[src/rtl/strobe_gen_if.sv]
// strobe_gen_if: run-time configuration write port for strobe_gen.
//   cfg_we_i   : one-cycle write strobe
//   cfg_sel_i  : channel index being written (values >= CHANNELS are ignored)
//   cfg_mode_i : 0 = fractional phase accumulator, 1 = integer divide
//   cfg_inc_i  : increment (fractional) or divisor-minus-one (divide)
// master = configuring agent, slave = strobe_gen.
interface strobe_gen_if #(
  parameter int CHANNELS  = 4,
  parameter int ACC_WIDTH = 16,
  parameter int SEL_WIDTH = (CHANNELS > 1) ? $clog2(CHANNELS) : 1
);
  logic                 cfg_we_i;
  logic [SEL_WIDTH-1:0] cfg_sel_i;
  logic                 cfg_mode_i;
  logic [ACC_WIDTH-1:0] cfg_inc_i;

  modport master (output cfg_we_i, cfg_sel_i, cfg_mode_i, cfg_inc_i);
  modport slave  (input  cfg_we_i, cfg_sel_i, cfg_mode_i, cfg_inc_i);
endinterface

[src/rtl/strobe_gen.sv]
// strobe_gen: multi-channel clock-enable generator. Each channel emits
// single-cycle strobes either by exact integer division of clock_i or at a
// fractional rate from a phase accumulator.
//   clock_i   : system clock (only clock)
//   reset_ni  : asynchronous active-low reset
//   cfg       : configuration write port (strobe_gen_if.slave)
//   enable_i  : per-channel run enable
//   sync_i    : one-cycle phase-align (restarts every channel)
//   strobe_o  : per-channel registered one-cycle strobes

// One channel. Restart has priority over run; i_load selects whether the
// restart takes the incoming config or the channel's stored config.
module strobe_gen_ch #(
  parameter int ACC_WIDTH = 16
) (
  input  logic                 clock_i,
  input  logic                 reset_ni,
  input  logic                 i_restart,
  input  logic                 i_load,
  input  logic                 i_mode,
  input  logic [ACC_WIDTH-1:0] i_inc,
  input  logic                 i_en,
  output logic                 o_strobe
);
  logic                 r_mode;
  logic [ACC_WIDTH-1:0] r_inc;
  logic [ACC_WIDTH-1:0] r_acc;
  logic                 r_strobe;

  logic                 w_mode;
  logic [ACC_WIDTH-1:0] w_inc;
  logic [ACC_WIDTH:0]   w_sum;

  assign w_mode = i_load ? i_mode : r_mode;
  assign w_inc  = i_load ? i_inc  : r_inc;
  // Carry out of the accumulator is the fractional strobe.
  assign w_sum  = {1'b0, r_acc} + {1'b0, r_inc};

  always_ff @(posedge clock_i or negedge reset_ni) begin
    if (!reset_ni) begin
      r_mode   <= 1'b0;
      r_inc    <= '0;
      r_acc    <= '0;
      r_strobe <= 1'b0;
    end else if (i_restart) begin
      r_mode   <= w_mode;
      r_inc    <= w_inc;
      // Divide mode counts down from inc so the first strobe lands inc+1
      // enabled edges later; fractional starts from zero phase.
      r_acc    <= w_mode ? w_inc : '0;
      r_strobe <= 1'b0;
    end else if (i_en) begin
      if (!r_mode) begin
        {r_strobe, r_acc} <= w_sum;
      end else if (r_acc == '0) begin
        r_acc    <= r_inc;
        r_strobe <= 1'b1;
      end else begin
        r_acc    <= r_acc - ACC_WIDTH'(1);
        r_strobe <= 1'b0;
      end
    end else begin
      // Disabled: phase holds so re-enabling resumes where it left off.
      r_strobe <= 1'b0;
    end
  end

  assign o_strobe = r_strobe;
endmodule

module strobe_gen #(
  parameter int CHANNELS  = 4,
  parameter int ACC_WIDTH = 16,
  parameter int SEL_WIDTH = (CHANNELS > 1) ? $clog2(CHANNELS) : 1
) (
  input  logic                clock_i,
  input  logic                reset_ni,
  strobe_gen_if.slave         cfg,
  input  logic [CHANNELS-1:0] enable_i,
  input  logic                sync_i,
  output logic [CHANNELS-1:0] strobe_o
);
  logic [CHANNELS-1:0] w_hit;
  logic [CHANNELS-1:0] w_restart;

  for (genvar c = 0; c < CHANNELS; c++) begin : g_ch
    // Out-of-range selects match no channel, so such writes are dropped.
    assign w_hit[c]     = cfg.cfg_we_i && (cfg.cfg_sel_i == SEL_WIDTH'(c));
    assign w_restart[c] = w_hit[c] | sync_i;

    strobe_gen_ch #(.ACC_WIDTH(ACC_WIDTH)) u_ch (
      .clock_i   (clock_i),
      .reset_ni  (reset_ni),
      .i_restart (w_restart[c]),
      .i_load    (w_hit[c]),
      .i_mode    (cfg.cfg_mode_i),
      .i_inc     (cfg.cfg_inc_i),
      .i_en      (enable_i[c]),
      .o_strobe  (strobe_o[c])
    );
  end
endmodule

[src/flat_wrapper.sv]
// flat-port wrapper written by rule: the top's interface ports become plain ports
module strobe_gen_flat 
#(
  parameter int CHANNELS  = 4,
  parameter int ACC_WIDTH = 16,
  parameter int SEL_WIDTH = (CHANNELS > 1) ? $clog2(CHANNELS) : 1
)
  (clock_i, reset_ni, enable_i, sync_i, strobe_o, cfg_cfg_we_i, cfg_cfg_sel_i, cfg_cfg_mode_i, cfg_cfg_inc_i);
  strobe_gen_if #(.CHANNELS(CHANNELS), .ACC_WIDTH(ACC_WIDTH), .SEL_WIDTH(SEL_WIDTH)) cfg_i ();
  input  logic clock_i;
  input  logic reset_ni;
  input  logic [CHANNELS-1:0] enable_i;
  input  logic sync_i;
  output logic [CHANNELS-1:0] strobe_o;
  input wire logic [$bits(cfg_i.cfg_we_i)-1:0] cfg_cfg_we_i;
  input wire logic [$bits(cfg_i.cfg_sel_i)-1:0] cfg_cfg_sel_i;
  input wire logic [$bits(cfg_i.cfg_mode_i)-1:0] cfg_cfg_mode_i;
  input wire logic [$bits(cfg_i.cfg_inc_i)-1:0] cfg_cfg_inc_i;
  assign cfg_i.cfg_we_i = cfg_cfg_we_i;
  assign cfg_i.cfg_sel_i = cfg_cfg_sel_i;
  assign cfg_i.cfg_mode_i = cfg_cfg_mode_i;
  assign cfg_i.cfg_inc_i = cfg_cfg_inc_i;
  strobe_gen #(.CHANNELS(CHANNELS), .ACC_WIDTH(ACC_WIDTH), .SEL_WIDTH(SEL_WIDTH)) u_core (.clock_i(clock_i), .reset_ni(reset_ni), .cfg(cfg_i), .enable_i(enable_i), .sync_i(sync_i), .strobe_o(strobe_o));
endmodule
[config.mk]
export PLATFORM = sky130hd
export DESIGN_NAME = strobe_gen_flat
export DESIGN_NICKNAME = d
export VERILOG_FILES = /design/src/rtl/strobe_gen_if.sv /design/src/rtl/strobe_gen.sv /design/src/flat_wrapper.sv
export SDC_FILE = /design/constraint.sdc
export NUM_CORES = 1
export LEC_CHECK = 0
export CAP_MARGIN = 10
export CORE_ASPECT_RATIO = 1.75
export CORE_UTILIZATION = 55
export DETAILED_ROUTE_END_ITERATION = 7
export PLACE_DENSITY = 0.75
export REMOVE_ABC_BUFFERS = 1
export SETUP_SLACK_MARGIN = 0.4
export SKIP_CTS_REPAIR_TIMING = 1
export SYNTH_ARGS = -nofsm -noshare
export SYNTH_HDL_FRONTEND = slang
export SYNTH_SLANG_ARGS = --single-unit
[constraint.sdc]
create_clock -name clock_i -period 2.6 [get_ports clock_i]
set_clock_uncertainty 0.1 [all_clocks]
set_input_delay 0.26 -clock clock_i [delete_from_list [all_inputs] [get_ports clock_i]]
set_output_delay 0.26 -clock clock_i [all_outputs]
set_load 0.005 [all_outputs]
After elaboration in Yosys (flattened, before gate mapping)
Index checks and enable logic that the tools add are counted.

word-level totals
  word-level logic and storage cells = 88
  register bits = 136
  bits of input ports = 27
  output and inout port bits = 4

operators by class
  reductions and logical operators = 13
  add/subtract/negate cells = 8
  eq/ne operators = 3
  muxes and demuxes = 44
  bitwise gates (word level) = 4

operators with widths
  cell                     number
  $mux W16                 24
  $add A16 B16 Y17         4
  $logic_not A16 Y1        4
  $sub A16 B1 Y16 const B  4
  $mux W1                  20
  $reduce_bool A2 Y1       4
  $eq A2 B2 Y1 const B     2
  $logic_and A1 B1 Y1      4
  $or A1 B1 Y1             4
  $eq A2 B1 Y1 const B     1
  $logic_not A2 Y1         1

Longest topological paths before layout
Gate-level depths: netlist of run 1.

  depth after elaboration = 5
  depth in mapped cells = 11
  depth with buffers taken out = 9

Modules after synthesis
A second synthesis of run 1 with hierarchy kept.

unflattened totals
  cell total of the unflattened synthesis = 1341
  area total of the unflattened synthesis = 11863.9 um^2

modules (own cells, without submodules)
  module                                   cells each  area each (um^2)  instances  sequential area each (um^2)
  strobe_gen_ch (u_core.g_ch[0].u_ch ...)  348         3034.2            2          850.8
  strobe_gen_ch (u_core.g_ch[2].u_ch ...)  318         2869.0            2          850.8
  strobe_gen                               9           57.6              1          0.0

Worst setup path before layout of run 1
No wires, ideal clock.

  path type = register to register
  start = register u_core.g_ch[2].u_ch.r_acc[0]
  end = register u_core.g_ch[2].u_ch.r_strobe
  library setup time = 0.150 ns
  arrival = 2.634 ns
  path slack = -0.284 ns
  stages on the path, launching flop included = 9
  buffers on the path = 0
  period minus slack after synthesis = 2.884 ns
  required time = 2.350 ns
  cell sequence = dfrtp_1 -> ha_1 -> fa_1 -> a211oi_1 -> o21bai_1 -> a2111oi_0 -> o21ai_0 -> a2111oi_0 -> a2111oi_0

on the way
  word-level cells in the longest chain between the ends = 5

ends and longest elaborated chain
  what                                                      RTL line          RTL
  start, declared                                           strobe_gen.sv:27  logic [ACC_WIDTH-1:0] r_acc;
  start signal, assigned                                    strobe_gen.sv:50  r_acc <= w_mode ? w_inc : '0;
  start signal, assigned                                    strobe_gen.sv:54  {r_strobe, r_acc} <= w_sum;
  start signal, assigned                                    strobe_gen.sv:56  r_acc <= r_inc;
  branches (longest 2 deep; another with $add A16 B16 Y17)  n/a
  $mux W1 (*)                                               strobe_gen.sv:53  if (!r_mode) begin
  $mux W1 (*)                                               strobe_gen.sv:52  end else if (i_en) begin
  $mux W1 (*)                                               strobe_gen.sv:45  end else if (i_restart) begin
  end signal, assigned                                      strobe_gen.sv:54
  end, declared                                             strobe_gen.sv:28  logic r_strobe;

Mark *: on every way between the ends.
A chain may end at the register's enable or synchronous reset.

Worst setup path after layout of run 1
  start = register u_core.g_ch[2].u_ch.r_acc[0]
  end = register u_core.g_ch[2].u_ch.r_acc[4]

on the way
  word-level cells in the longest chain between the ends = 5

ends and longest elaborated chain
  what                                                  RTL line                            RTL
  $sub A16 B1 Y16 or $logic_not A16 Y1 (tied branches)  strobe_gen.sv:59, strobe_gen.sv:55
  $mux W16                                              strobe_gen.sv:55                    end else if (r_acc == '0) begin
  $mux W16 (*)                                          strobe_gen.sv:53
  $mux W16 (*)                                          strobe_gen.sv:52
  $mux W16 (*)                                          strobe_gen.sv:45

Mark *: on every way between the ends. The rest lies on a longest branch, timed or not. The select of a mux whose other input is x is not followed.

==> results.json, run 1 <==
{
  "max-clock-path-buffers": 2,
  "post-place-ws_ps": -413.6,
  "routed_via_density": 6.980,
  "powerDensity_nw_per_um2": 924.6,
  "grt_pass1_wl_um": 58450,
  "cpPeakStageDelay_ps": 590,
  "holdCritPathClass": "in2async",
  "dieArea_um2": 20900,
  "grt_pass1_vias": 11615,
  "critPathRequiredTime_ps": 2830,
  "cap_violations": 0,
  "rsz0062_at_grt": "yes",
  "drv_slew": 0,
  "first_iter_violations": 1107,
  "rows": 68,
  "clkLatencyLatePin_ps": 440,
  "critPathKind": "reg2reg",
  "antenna_found_initial": 0,
  "finalHoldViolations": 0,
  "wire_per_inst_um": 23.99,
  "drive_gt1_frac": 0.3469,
  "synth_edf_count": 0,
  "diodes": 0,
  "path_clk_slew_ps": 60,
  "htree_levels": 4,
  "drcViolationCount": 0,
  "vias": 12355,
  "numClockSinks": 136,
  "violations": "negative setup slack",
  "totalWireLength_um": 42470,
  "fin_ws_ps": -152.8,
  "cts_tree": "done",
  "timing.setup.tns_ps": -1724,
  "syn_inst": 1295,
  "max_freq_mhz": 363.3,
  "cts_root_buf": "clkbuf_16",
  "initial_utilization": 0.5633,
  "io_buffers": 30,
  "arrival_ps": 2980,
  "power_w": 0.01403,
  "status": "finished, violations left",
  "slew_headroom": 0.5483,
  "placedCellCount": 1696,
  "finalCritPeriodShare": 1.059,
  "dp_hpwl_um": 27200,
  "synth_warnings": 0,
  "ys_seq_area_frac": 0.3048,
  "crit_family": "simple AND/OR/NAND/NOR gates",
  "cp_slowest_cell": "or4_4",
  "die_w_um": 109.7,
  "ios": 31,
  "synthFlopType": "dfrtp_1",
  "min_period_ps": 2753,
  "tightest_slew_ps": 677.5,
  "ys_types": 79,
  "yosys_register_bits": 136,
  "ant_nets": 0,
  "drt_pass1_iterations": 6,
  "path_max_fanout": 8,
  "setup_viol": 28,
  "grt_max_degree": 63,
  "p_leak_nw": 6.522,
  "worst-path-buf-inv": 3,
  "grt_overflow": 0,
  "ys_async_sr_fraction": 1.000,
  "area_growth_pct": 35.91,
  "grt_usage": 0.3676,
  "core_um2": 19820,
  "path_common_cell": "buf_6",
  "cts_buffers": 17,
  "die_y_um": 190.5,
  "gp_congestion": 0.9854,
  "peakVddDrop_mv": 0.4840,
  "synth_area_per_cell_um2": 8.623,
  "synth_area_um2": 11170,
  "crit_chain": "buf_6, inv_4, ha_4, or4b_4, or4_4, buf_6, or2_4, a31oi_1, o2bb2ai_1, o21a_1",
  "stdcell_count": 1770,
  "fin_nets": 1617,
  "critPathLaunchType": "register",
  "crit_path_end_kind": "register"
}
-- registers in the layout, summed over array words and instances (netlist names) --
name                       count
u_core.g_ch.u_ch.r_inc        64
u_core.g_ch.u_ch.r_acc        64
u_core.g_ch.u_ch.r_mode        4
u_core.g_ch.u_ch.o_strobe      4
-- cells by family after synthesis --
family	after synthesis	share of synthesized area
flip-flops	136	0.3048
buffers and inverters	110	0.04090
adder cells (fa/ha/maj)	76	0.08784
AO/OA/AOI/OAI	420	0.2523
XOR/XNOR	78	0.06118
multiplexers	82	0.08022
AND/OR/NAND/NOR	393	0.1728
-- per-layer routing --
| metal | wire, um | share of wire | vias to the layer above | global-route usage |
|---|---|---|---|---|
| met4 | 3999 | 0.094 | 0 | 0.2974 |
| met1 | 14410 | 0.34 | 5958 | 0.3943 |
| li1 | - | - | 5289 | - |
| met2 | 20960 | 0.49 | 790 | 0.6222 |
| met5 | 0 | 0 | - | 0 |
| met3 | 3102 | 0.073 | 318 | 0.06220 |
-- placed cells by master, fill, tap and decap left out, types with 15 or more instances in the layout --
cell type	count
buf_4	199
dfrtp_1	127
nor2_1	93
nand2_1	91
a21oi_1	65
mux2_2	56
o21ai_0	54
ha_1	52
xnor2_1	48
inv_1	41
xor2_1	29
clkdlybuf4s50_1	29
buf_6	28
nor3_1	26
o211ai_1	26
a21o_1	25
o21ai_1	24
a211oi_1	23
nand3_1	21
a31oi_1	20
mux2i_1	20
clkbuf_16	19
o21ai_2	16
ha_4	15
-- per-stage QoR --
step	utilization	hold slack [ps]	area [um2]
after floorplan	-	-135.6	10880
after global placement	0.6535	108.8	12950
after detailed placement	0.6535	112.2	12950
after CTS	0.6850	-335.0	13580
after global routing	0.7656	256.5	15180
final	0.7656	215.7	15180
-- synth_stat cells (all sizes together) (5+ instances only) --
| library cell | n | area share |
|---|---|---|
| a21oi | 81 | 0.036 |
| a211oi | 37 | 0.025 |
| o31ai | 7 | 0.0047 |
| or2 | 8 | 0.0045 |
| o21a | 11 | 0.0074 |
| xor2 | 29 | 0.023 |
| ha | 72 | 0.081 |
| buf | 15 | 0.0089 |
| and2 | 10 | 0.0056 |
| o22ai | 11 | 0.0062 |
| o211ai | 27 | 0.019 |
| nor4 | 16 | 0.0090 |
| dfrtp | 136 | 0.30 |
| xnor2 | 49 | 0.038 |
| a22oi | 7 | 0.0047 |
| o21bai | 10 | 0.0067 |
| mux2i | 22 | 0.020 |
| nor2 | 112 | 0.038 |
| o22a | 6 | 0.0047 |
| nor2b | 13 | 0.0073 |
| mux2 | 60 | 0.061 |
| o221ai | 5 | 0.0039 |
| nand3 | 22 | 0.0099 |
| clkbuf | 51 | 0.017 |
| nand4 | 8 | 0.0045 |
| nor3 | 35 | 0.016 |
| nand3b | 8 | 0.0054 |
| a2111oi | 10 | 0.0080 |
| a21o | 25 | 0.017 |
| nand2 | 100 | 0.034 |
| nand2b | 15 | 0.0084 |
| and3 | 6 | 0.0034 |
| a31o | 13 | 0.010 |
| a31oi | 22 | 0.012 |
| or4 | 11 | 0.0081 |
| o21ai | 94 | 0.042 |
| inv | 42 | 0.014 |
| or3 | 11 | 0.0062 |
| o2111ai | 9 | 0.0071 |
| nor3b | 6 | 0.0040 |
-- cell type report --
class                   count  area [um2]
clock inverters            11       171.4
multi-input cells        1049        8389
clock buffers              19       452.9
inverters                  44       167.7
fillers                  1264        4647
repair buffers            266        2275
flip-flops and latches    136        3415
well taps                 245       306.5
-- report_power, final --
group          total (W)  internal (W)  switching (W)  leakage [nW]
sequential       0.00320       0.00259       0.000611          1.67
combinational    0.00818       0.00386        0.00432          4.55
clock            0.00266       0.00165        0.00101         0.302
total             0.0140       0.00809        0.00594          6.52
-- worst paths after layout --
path,start,end,slack (ps),cells past startpoint
setup / recovery,u_core.g_ch[2].u_ch.r_acc[0],u_core.g_ch[2].u_ch.r_acc[4],-150,10
hold / removal,reset_ni,u_core.g_ch[3].u_ch.r_acc[5],220,2
setup reg to reg,u_core.g_ch[2].u_ch.r_acc[0],u_core.g_ch[2].u_ch.r_acc[4],-150,10
hold reg to reg,u_core.g_ch[0].u_ch.r_inc[2],u_core.g_ch[0].u_ch.r_inc[2],470,1
max in group asynchronous,reset_ni,u_core.g_ch[2].u_ch.r_inc[6],1390,3
min in group clock_i,u_core.g_ch[0].u_ch.r_inc[2],u_core.g_ch[0].u_ch.r_inc[2],470,1
(Power assumes the default switching activity.)
==> run 2: changes to the inputs <==
--- a/config.mk
+++ b/config.mk
@@ -8,6 +8,7 @@
 export CAP_MARGIN = 10
 export CORE_ASPECT_RATIO = 1.75
 export CORE_UTILIZATION = 55
+export CTS_BUF_LIST = sky130_fd_sc_hd__clkbuf_16
 export DETAILED_ROUTE_END_ITERATION = 7
 export PLACE_DENSITY = 0.75
 export REMOVE_ABC_BUFFERS = 1
==> run 2 against run 1 <==
The run still ends with negative setup slack left. Sequential cell count is the same. Core utilization fell by 0.20 points. Sequential share of layout area increased by 0.058 points. Worst setup slack improved by 7.4 ps. Clock power fell by 2%. Critical path depth unchanged. Critical path type unchanged.
==> results.json, run 2 (synthesis results as in run 1) <==
{
  "routed_via_density": 6.963,
  "min_period_ps": 2745,
  "status": "finished, violations left",
  "crit_path_end_kind": "register",
  "totalWireLength_um": 42330,
  "holdCritPathClass": "in2async",
  "worst-path-buf-inv": 3,
  "core_um2": 19820,
  "cpPeakStageDelay_ps": 590,
  "initial_utilization": 0.5633,
  "htree_levels": 4,
  "die_w_um": 109.7,
  "fill_cells": 1261,
  "first_iter_violations": 1169,
  "ios": 31,
  "placedCellCount": 1696,
  "drv_slew": 0,
  "setup.worst_path.start": "u_core.g_ch[2].u_ch.r_acc[0]",
  "max-clock-path-buffers": 2,
  "arrival_ps": 2980,
  "path_common_cell": "buf_6",
  "clkLatencyLatePin_ps": 450,
  "slew_headroom": 0.5270,
  "finalHoldViolations": 0,
  "r2r_end": "u_core.g_ch[2].u_ch.r_acc[4]",
  "fin_nets": 1617,
  "regToRegSetupSlack_ps": -150,
  "vias": 12325,
  "cp.depth": 10,
  "powerDensity_nw_per_um2": 922.3,
  "mostFrequentLayoutCells": "199 x buf_4, 127 x dfrtp_1, 93 x nor2_1",
  "dieArea_um2": 20900,
  "max_freq_mhz": 364.3,
  "stdcell_count": 1770,
  "peakVddDrop_mv": 0.4931,
  "cap_violations": 0,
  "violations": "negative setup slack",
  "grt_pass1_vias": 11621,
  "timing.hold.ws_ps": 209.5,
  "fin_ws_ps": -145.4,
  "grt_max_degree": 63,
  "regToRegStartpoint": "u_core.g_ch[2].u_ch.r_acc[0]",
  "path_clk_slew_ps": 60,
  "p_leak_nw": 6.502,
  "final_util": 0.7636,
  "antenna_found_initial": 0,
  "reg.largest.list": "u_core.g_ch.u_ch.r_acc: 64 flops, u_core.g_ch.u_ch.r_inc: 64 flops",
  "critPathLaunchType": "register",
  "grt_pass1_wl_um": 58480,
  "die_y_um": 190.5,
  "rows": 68,
  "post-place-ws_ps": -413.6,
  "crit_chain": "buf_6, inv_4, ha_4, or4b_4, or4_4, buf_6, or2_4, a31oi_1, o2bb2ai_1, o21a_1",
  "ant_nets": 0,
  "finalCritPeriodShare": 1.056,
  "tightest_slew_ps": 709.6,
  "dp_hpwl_um": 27200,
  "diodes": 0,
  "numClockSinks": 136,
  "cts_buffers": 17,
  "path_max_fanout": 8,
  "gp_congestion": 0.9854,
  "setup_viol": 26,
  "area_growth_pct": 35.56,
  "drcViolationCount": 0,
  "ff2ff_path_depth": 10,
  "wire_per_inst_um": 23.91,
  "drive_gt1_frac": 0.3456,
  "drt_pass1_iterations": 8,
  "critPathKind": "reg2reg",
  "rsz0062_at_grt": "yes",
  "critPathRequiredTime_ps": 2840,
  "cp_slowest_cell": "or4_4",
  "endpoint": "u_core.g_ch[2].u_ch.r_acc[4]",
  "cts_tree": "done",
  "cts_root_buf": "clkbuf_16",
  "crit_family": "simple AND/OR/NAND/NOR gates",
  "final_common_cell": "buf_4",
  "grt_overflow": 0,
  "io_buffers": 30,
  "grt_usage": 0.3674
}
## run 2: cell types whose count changed in the layout (fill, tap and decap cells not counted)
cell / previous run / this run
a2111oi_2: 6 / 7
a2111oi_4: 2 / 1
clkbuf_8: 2 / 0
clkinv_1: 2 / 4
nor3_2: 6 / 7
nor3_4: 3 / 2
## run 2: area by class of cell
| class | count | area [um2] | share of cell area |
|---|---|---|---|
| clock buffers | 17 | 425.4 | 0.02810 |
| inverters | 44 | 167.7 | 0.01108 |
| repair buffers | 266 | 2275 | 0.1503 |
| clock inverters | 13 | 178.9 | 0.01182 |
| flip-flops and latches | 136 | 3415 | 0.2256 |
| multi-input cells | 1049 | 8371 | 0.5529 |
| well taps | 245 | 306.5 | 0.02025 |
## run 2: where the power goes
| group | total [W] | internal [W] | switching (W) |
|---|---|---|---|
| Sequential | 0.00320 | 0.00259 | 0.000611 |
| Clock | 0.00261 | 0.00159 | 0.00102 |
| Combinational | 0.00815 | 0.00385 | 0.00431 |
| Total | 0.0140 | 0.00802 | 0.00594 |
## run 2: worst min-delay path by stage
stage                         from                      endpoint  slack, ps  cells past startpoint
final                     reset_ni  u_core.g_ch[3].u_ch.r_acc[5]        210                      2
after floorplan           reset_ni  u_core.g_ch[0].u_ch.o_strobe       -140                      0
after CTS                 reset_ni  u_core.g_ch[3].u_ch.r_acc[5]       -340                      1
after detailed placement  reset_ni  u_core.g_ch[3].u_ch.r_acc[5]        110                      1
after global routing      reset_ni  u_core.g_ch[3].u_ch.r_acc[5]        250                      2
after global placement    reset_ni  u_core.g_ch[3].u_ch.r_acc[5]        110                      1
## run 2: metal layers
layer,vias up,global-route usage,part of all wire
li1,5297,-,-
met3,301,0.06254,0.078
met5,-,0,0
met1,5973,0.3925,0.34
met2,754,0.6226,0.50
met4,0,0.2985,0.091
## run 2: stage by stage
stage	setup TNS, ps	area (um2)	total power [W]
2_1_floorplan	-3157	10880	0.007161
3_5_place_dp	-5323	12950	0.009466
5_1_grt	-4467	15140	0.01467
4_1_cts	-6432	13560	0.01210
6_report	-1624	15140	0.01396
3_3_place_gp	-3657	12950	0.009306
==> run 3: changes to the inputs <==
--- a/config.mk
+++ b/config.mk
@@ -14,6 +14,7 @@
 export REMOVE_ABC_BUFFERS = 1
 export SETUP_SLACK_MARGIN = 0.4
 export SKIP_CTS_REPAIR_TIMING = 1
+export SLEW_MARGIN = 20
 export SYNTH_ARGS = -nofsm -noshare
 export SYNTH_HDL_FRONTEND = slang
 export SYNTH_SLANG_ARGS = --single-unit
==> results of run 3 <==
Final layout, timing and power as in run 2 (identical DEF).
